$ cat config.mk
export PLATFORM = sky130hd
export DESIGN_NAME = dmem_port_arbiter
export DESIGN_NICKNAME = d
export VERILOG_FILES = /design/src/rtl/dmem_port_arbiter.sv
export SDC_FILE = /design/constraint.sdc
export NUM_CORES = 1
export LEC_CHECK = 0
export CORE_AREA = 2 2 119 121
export CTS_BUF_LIST = sky130_fd_sc_hd__clkbuf_4
export DETAILED_ROUTE_END_ITERATION = 12
export DIE_AREA = 0 0 121 123
export GPL_TIMING_DRIVEN = 0
export PLACE_DENSITY = 0.54
export SLEW_MARGIN = 20
export SYNTH_ARGS = -nofsm -noshare
export SYNTH_HDL_FRONTEND = slang
export SYNTH_SLANG_ARGS = --single-unit
$ cat constraint.sdc
create_clock -name clk -period 2.63 [get_ports clk]
set_input_delay 0.526 -clock clk [delete_from_list [all_inputs] [get_ports clk]]
set_output_delay 0.526 -clock clk [all_outputs]
set_load 0.005 [all_outputs]
$ cat src/rtl/dmem_port_arbiter.sv
// Round-robin arbiter sharing a single-port, 1-cycle-latency data memory between
// the core LSU (port C) and the debug/DMA loader (port D); one response per grant.
module dmem_port_arbiter #(
    parameter int unsigned ADDR_W      = 32,
    parameter int unsigned DATA_W      = 32,
    parameter int unsigned DEPTH_WORDS = 256
) (
    input  logic              clk,
    input  logic              rst,

    input  logic              c_req,
    input  logic              c_we,
    input  logic [ADDR_W-1:0] c_addr,
    input  logic [DATA_W-1:0] c_wdata,
    output logic              c_gnt,
    output logic              c_rvalid,
    output logic [DATA_W-1:0] c_rdata,
    output logic              c_err,

    input  logic              d_req,
    input  logic              d_we,
    input  logic [ADDR_W-1:0] d_addr,
    input  logic [DATA_W-1:0] d_wdata,
    output logic              d_gnt,
    output logic              d_rvalid,
    output logic [DATA_W-1:0] d_rdata,
    output logic              d_err,

    output logic [ADDR_W-1:0] mem_address,
    output logic [DATA_W-1:0] mem_write_data,
    output logic              mem_write_enable,
    output logic              mem_read_enable,
    input  logic [DATA_W-1:0] mem_read_data
);

    typedef enum logic {
        S_IDLE,
        S_RESP
    } state_e;

    typedef enum logic {
        PORT_C,
        PORT_D
    } port_e;

    // Two extra bits so DEPTH_WORDS*4 never wraps, even when it equals 2**ADDR_W.
    localparam logic [ADDR_W+1:0] ADDR_LIMIT = (ADDR_W + 2)'(DEPTH_WORDS) << 2;

    state_e state_q, state_d;
    port_e  rr_q,    rr_d;
    port_e  owner_q, owner_d;
    logic   we_q,    we_d;
    logic   err_q,   err_d;

    port_e              win;
    logic               win_valid;
    logic               win_we;
    logic               win_err;
    logic [ADDR_W-1:0]  win_addr;
    logic [DATA_W-1:0]  win_wdata;

    always_comb begin
        win_valid = c_req | d_req;
        if (c_req && d_req) begin
            win = rr_q;
        end else if (c_req) begin
            win = PORT_C;
        end else begin
            win = PORT_D;
        end

        win_we    = (win == PORT_C) ? c_we    : d_we;
        win_addr  = (win == PORT_C) ? c_addr  : d_addr;
        win_wdata = (win == PORT_C) ? c_wdata : d_wdata;
        win_err   = (win_addr[1:0] != 2'b00) || ({2'b00, win_addr} >= ADDR_LIMIT);
    end

    // NOTE: every output and next-state signal gets a default before the case,
    // so no path through this block can leave a value unassigned and infer a latch.
    always_comb begin
        state_d          = state_q;
        rr_d             = rr_q;
        owner_d          = owner_q;
        we_d             = we_q;
        err_d            = err_q;
        c_gnt            = 1'b0;
        d_gnt            = 1'b0;
        mem_address      = '0;
        mem_write_data   = '0;
        mem_write_enable = 1'b0;
        mem_read_enable  = 1'b0;

        unique case (state_q)
            S_IDLE: begin
                if (!rst && win_valid) begin
                    c_gnt            = (win == PORT_C);
                    d_gnt            = (win == PORT_D);
                    mem_address      = win_addr;
                    mem_write_data   = win_wdata;
                    // Rejected transactions are still granted but never touch memory.
                    mem_write_enable = win_we  && !win_err;
                    mem_read_enable  = !win_we && !win_err;
                    state_d          = S_RESP;
                    owner_d          = win;
                    we_d             = win_we;
                    err_d            = win_err;
                    rr_d             = (win == PORT_C) ? PORT_D : PORT_C;
                end
            end
            S_RESP: begin
                state_d = S_IDLE;
            end
            default: begin
                state_d = S_IDLE;
            end
        endcase
    end

    logic resp_c;
    logic resp_d;
    logic resp_data_ok;

    always_comb begin
        resp_c       = (state_q == S_RESP) && (owner_q == PORT_C);
        resp_d       = (state_q == S_RESP) && (owner_q == PORT_D);
        resp_data_ok = !we_q && !err_q;

        c_rvalid = resp_c;
        d_rvalid = resp_d;
        c_err    = resp_c && err_q;
        d_err    = resp_d && err_q;
        c_rdata  = (resp_c && resp_data_ok) ? mem_read_data : '0;
        d_rdata  = (resp_d && resp_data_ok) ? mem_read_data : '0;
    end

    // NOTE: state registers use non-blocking assignments so every flop samples
    // the pre-edge value of its neighbours, independent of statement order.
    always_ff @(posedge clk) begin
        if (rst) begin
            state_q <= S_IDLE;
            rr_q    <= PORT_C;
            owner_q <= PORT_C;
            we_q    <= 1'b0;
            err_q   <= 1'b0;
        end else begin
            state_q <= state_d;
            rr_q    <= rr_d;
            owner_q <= owner_d;
            we_q    <= we_d;
            err_q   <= err_d;
        end
    end

endmodule
==> reports/qor.txt, run 1 <==
Max IR drop VDD - 0.0858 mV
Cts hold-fix bufs - 0
IO Pins - 302
Cell at the slowest stage of the critical path - clkdlybuf4s50_1
P_int - 618 µW
Sw frac - 32.0%
Die H - 123 µm
Sw power - 290 µW
Fin crit period - 2.57 ns
Leakage power - 0.00251 µW
Number of global-route vias before repair - 3043
Post-synth ARST share - 0%
Final Non-Filler Cells - 780
Critical setup path kind - in -> out
DRT Pass-1 Iters - 4
Final-layout fill cell count - 1424
Data arrival, critical path - 2.04 ns
Fin. max-slew vios - 0
Net Count, Synth - 430
Port-buffer cells - 301
GRT overflow - 0
Clk sink count - 5
Actual slew at the worst max-slew pin - 0.272 ns
Share of cells above drive strength 1 - 15.5%
Dominant cell type by area after synthesis - and2_1
Worst-case clock buffer depth - 2
CTS clk-pin slew, worst paths - 0.04 ns
Mapped cell area - 0.00161 mm²
Min-delay src - rst
FMAX - 389 MHz
Sequential-to-total area share from yosys stat - 6.20%
Pin count of the biggest net entering global routing - 11
Core box area - 0.0136 mm²
GRT Util Overall - 14.6%
Comb power frac - 78.7%
Final worst slack - 0.0616 ns
Synth cell types - 31
Status - complete, no violations
CP Buf/Inv Count - 3
Hold slack - 0.502 ns
Top-area cell type share of the netlist area - 26.0%
Min-delay worst type - in -> reg
Setup violations, final - 0
Startpoint types - input port
DR WL/cell - 15.5 µm
DR vias - 3147
Initial antenna violation count - 0
Max incr delay on CP - 0.47 ns
Setup TNS - 0 ns
Max-cap violation count - 0
Primary FF master, synth - dfxtp_1
RR Endpoint - err_q
Reg power frac - 10.2%
HPWL after detailed placement - 10200 µm
Initial drt markers - 53
R2R cell count - 6
Antenna viol nets, final - 0
Initial Util - 11.9%
CTS tree - built
Clk_skew - 0.00290 ns
Post-Place Worst Slack - -0.787 ns
Top cells by count, synth - 67 x and2_1, 62 x nand2_1, 33 x a21oi_1
Final RePlAce weighted congestion - 0.827
NumNets Final - 767
Row cnt - 43
Crit-path cells - clkdlybuf4s50_1 -> nor4_2 -> nand4_1 -> mux2_4 -> buf_4 -> nor3_2 -> buf_2
Max H-tree Level - 1
DRC Markers - 0
First-pass GRT wire length - 17000 µm
Max-slew headroom - 81.3%
WP data required - 2.10 ns
Yosys warnings - 0
Hold path endpoint - owner_q
Top-count cell post-synth - and2_1
Layout area overhead - 230%
Tot Pwr - 908 µW
Post-synthesis register bit count - 5
CTS Buf Count - 3
Synth Area per Inst - 6.11 µm²
Root buf cell - clkbuf_4
Later-pin clock latency in the skew report - 0.25 ns
WL final - 12100 µm
Crit path from - d_addr[18]
FF-to-FF Start - rr_q
Cells after DPL - 745
R2R Setup Slk - 0.91 ns
Die area - 0.0149 mm²
Fin crit share - 97.7%
Crit end category - output port
Clk pwr share - 11.1%
Die W - 121 µm
Syn Inst Count - 264
Vias per cell - 4.03
EDFF count, synth - 0
Diode count - 0
Worst Path Max Fanout - 2
CP top delay family - buffers and inverters
Pwr dens - 170 mW/mm²
Final Hold Viols - 0
Top cells by area, synth - and2_1 26%, a22o_1 17%, nand2_1 14%, a21oi_1 10%, dfxtp_1 6.2%
Hold depth - 2
[layout by cell type (no fill, tap or decap), drive strengths merged, types with 4 or more instances in the layout]
cell,count
clkdlybuf4s15,5
dfxtp,5
nand2,62
a21oi,33
clkbuf,21
a22o,32
clkdlybuf4s50,203
dlygate4sd2,61
dlymetal6s2s,19
nand4,4
nor4,8
nor3,4
and2,67
buf,48
nor2,8
[registers in the layout (all words and copies together) (netlist names)]
signal,flops
rr_q,1
state_q,1
we_q,1
owner_q,1
err_q,1
[cell type report]
type                       instances  area, µm²  share of cell area (%)
multi-input combinational        235       1530                    28.7
inverter                           1       3.75                  0.0704
buffer                            22        189                    3.54
timing repair buffer             333       3260                    61.1
tap                              180        225                    4.22
sequential                         5        100                    1.88
clock buffer                       4       30.0                   0.563
[power by group through the flow]
| stage | clock (µW) | combinational (µW) | sequential [µW] |
|---|---|---|---|
| 4_1_cts | 104 | 722 | 90.7 |
| 3_5_place_dp | 0 | 679 | 90.5 |
| 3_3_place_gp | 0 | 676 | 90.1 |
| 5_1_grt | 113 | 772 | 93.5 |
| 2_1_floorplan | 0 | 186 | 88.6 |
| 6_report | 101 | 715 | 93.0 |
[cell families (layout without fill, tap and decap cells)]
group                  Yosys count  in the layout  synth area share [%]
and+or+nand+nor                162            162                  53.3
AOI/OAI and AO/OA               70             70                  30.8
buffers and inverters           24            360                  7.75
muxes                            3              3                  2.02
DFF                              5              5                  6.20
[metal layers]
metal | share of wire [%] | wire (µm) | vias up | global-route usage (%)
met5 | 0 | 0 | - | 0
met4 | 1.0 | 122 | 0 | 2.54
met3 | 7.0 | 852 | 10 | 2.68
met2 | 52 | 6370 | 131 | 27.7
met1 | 39 | 4790 | 1416 | 17.1
li1 | - | - | 1590 | -
[worst max path at each step]
stage | end | slack, ns | cells after the start
6_report | mem_write_enable | 0.06 | 7
5_1_grt | d_rdata[3] | -0.0002 | 5
4_1_cts | mem_write_data[29] | -0.03 | 10
3_5_place_dp | mem_write_data[12] | -0.79 | 6
3_3_place_gp | mem_write_data[29] | -0.76 | 6
2_1_floorplan | mem_read_enable | 0.53 | 4
[through the flow]
| step | util (%) | area, µm² |
|---|---|---|
| after detailed placement | 35.6 | 4850 |
| after CTS | 38.7 | 5270 |
| after global placement | 35.6 | 4850 |
| final | 39.2 | 5330 |
| after global routing | 39.2 | 5330 |
| after floorplan | - | 1610 |
[repair_timing]
action / 4_1_cts / 5_1_grt
setup buffers: 28 / 1
hold endpoints to repair: 0 / 0
gates resized for setup: 148 / 49
setup endpoints to repair: 128 / 79
pin swaps: 16 / 18
cloned: 4 / 0
Power figures use the tool's default switching activity.
==> run 2: changes to the inputs <==
--- a/config.mk
+++ b/config.mk
@@ -11,7 +11,7 @@
 export DIE_AREA = 0 0 121 123
 export GPL_TIMING_DRIVEN = 0
 export PLACE_DENSITY = 0.54
-export SLEW_MARGIN = 20
+export SLEW_MARGIN = 5
 export SYNTH_ARGS = -nofsm -noshare
 export SYNTH_HDL_FRONTEND = slang
 export SYNTH_SLANG_ARGS = --single-unit
==> results of run 2 <==
No change in the layout: final DEF, timing and power equal those of run 1.
==> run 3: changes to the inputs <==
--- a/config.mk
+++ b/config.mk
@@ -11,6 +11,7 @@
 export DIE_AREA = 0 0 121 123
 export GPL_TIMING_DRIVEN = 0
 export PLACE_DENSITY = 0.54
+export REMOVE_ABC_BUFFERS = 1
 export SLEW_MARGIN = 5
 export SYNTH_ARGS = -nofsm -noshare
 export SYNTH_HDL_FRONTEND = slang
==> run 3 against run 2 <==
Core utilization decreased by 0.69 points. Final cell count decreased by 1.9%. Setup slack got worse by 0.018 ns. Combinational power increased by 1%. Critical path depth increased by 1. First-iteration DRC count increased by 91%. Critical path type unchanged. Largest power group unchanged.
==> reports/qor.txt, run 3 (same netlist as run 1, synthesis figures left out) <==
HPWL after detailed placement - 9410 µm
Actual slew at the worst max-slew pin - 0.550 ns
CTS Buf Count - 3
Max incr delay on CP - 0.28 ns
Initial drt markers - 101
FMAX - 387 MHz
GRT Util Overall - 15.5%
DR vias - 3212
Worst-case clock buffer depth - 2
Tot Pwr - 917 µW
CTS clk-pin slew, worst paths - 0.04 ns
Clk pwr share - 10.9%
Max IR drop VDD - 0.0943 mV
Clk_skew - 0.00293 ns
Core box area - 0.0136 mm²
Cell at the slowest stage of the critical path - dlygate4sd2_1
Die W - 121 µm
P_int - 613 µW
Die area - 0.0149 mm²
Initial antenna violation count - 0
Pwr dens - 175 mW/mm²
Final RePlAce weighted congestion - 0.798
Critical setup path kind - in -> out
Leakage power - 0.00235 µW
Commonest cells after routing, fill and taps aside - 220 x clkdlybuf4s50_1, 67 x and2_1, 64 x dlygate4sd2_1
Setup violations, final - 0
Layout area overhead - 224%
Reg power frac - 10.3%
Most common cell after layout, fill and taps aside - clkdlybuf4s50_1
Initial Util - 11.9%
Crit-path cells - clkdlybuf4s15_2 -> or2_4 -> nor3_4 -> buf_12 -> buf_6 -> buf_16 -> a22o_1 -> dlygate4sd2_1
Setup TNS - 0 ns
CTS tree - built
Die H - 123 µm
Worst Path Max Fanout - 12
Diode count - 0
WL final - 12800 µm
Vias per cell - 4.20
DRC Markers - 0
NumNets Final - 752
Port-buffer cells - 301
Share of cells above drive strength 1 - 12.5%
Sw frac - 33.1%
Cts hold-fix bufs - 0
Min-delay worst type - reg -> reg
WP data required - 2.10 ns
Fin. max-slew vios - 0
CP top delay family - buffers and inverters
Later-pin clock latency in the skew report - 0.24 ns
Status - complete, no violations
GRT overflow - 0
Fin crit share - 98.3%
Final Hold Viols - 0
Clk sink count - 5
Fin crit period - 2.59 ns
Row cnt - 43
Antenna viol nets, final - 0
Pin count of the biggest net entering global routing - 19
Data arrival, critical path - 2.06 ns
DRT Pass-1 Iters - 4
Startpoint types - input port
CP Buf/Inv Count - 5
Max-slew headroom - 63.2%
Number of global-route vias before repair - 3270
Sw power - 304 µW
Final Core Density - 38.5%
First-pass GRT wire length - 18200 µm
DR WL/cell - 16.7 µm
Root buf cell - clkbuf_4
Crit end category - output port
Max-cap violation count - 0
IO Pins - 302
Max H-tree Level - 1
Comb power frac - 78.8%
[run 3: cell count changes in the layout (fill, tap and decap cells not counted), moves of 4 or more]
cell	change
clkbuf_2	-13
buf_8	-4
clkdlybuf4s50_1	+17
nor4_2	+4
buf_2	-4
nor4_4	-4
dlymetal6s2s_1	-10
buf_4	-7
[run 3: final cells by class]
class	instances	area, µm²
fillers	1415	8370
clock buffers	4	30.0
inverters	1	3.75
well taps	180	225
multi-input cells	240	1560
repair buffers	335	3310
flip-flops and latches	5	101
[run 3: metal layers]
| layer | share of wire, % | global-route usage, % |
|---|---|---|
| met5 | 0 | 0 |
| met4 | 1.1 | 2.69 |
| met3 | 8.7 | 3.87 |
| met2 | 54 | 31.3 |
| met1 | 36 | 16.3 |
[run 3: worst paths after layout]
kind	end	slack [ns]	from	cells after the start
setup reg to reg	owner_q	0.97	state_q	7
hold / removal	owner_q	0.52	owner_q	2
hold reg to reg	owner_q	0.52	owner_q	2
setup / recovery	mem_write_data[24]	0.04	rst	8
[run 3: metrics by stage]
stage / hold WS, ns / worst slack (ns) / cells / instance area [µm²]
after floorplan: 0.479 / -0.0812 / 241 / 1490
after global routing: 0.565 / -0.0205 / 765 / 5240
after detailed placement: 0.518 / -1.36 / 726 / 4800
after CTS: 0.524 / 0.000172 / 763 / 5150
after global placement: 0.501 / -1.74 / 722 / 4730
final: 0.519 / 0.0439 / 765 / 5240
[run 3: power groups by stage]
stage / Sequential (µW) / Combinational (µW) / Clock, µW
final: 94.6 / 723 / 99.5
after CTS: 94.8 / 720 / 103
after floorplan: 88.6 / 168 / 0
after global placement: 90.1 / 655 / 0
after detailed placement: 91.9 / 671 / 0
after global routing: 96.2 / 776 / 105
[run 3: worst min-delay path, cell delays in order (launching register included)]
cell	delay, ns
dfxtp_1	0.34
a21oi_1	0.07
nor2_1	0.07
[run 3: timing repair]
item,4_1_cts,5_1_grt
buffers inserted,26,2
pin swaps,13,12
gates cloned,7,0
resized for setup,110,20
setup endpoints to repair,116,18
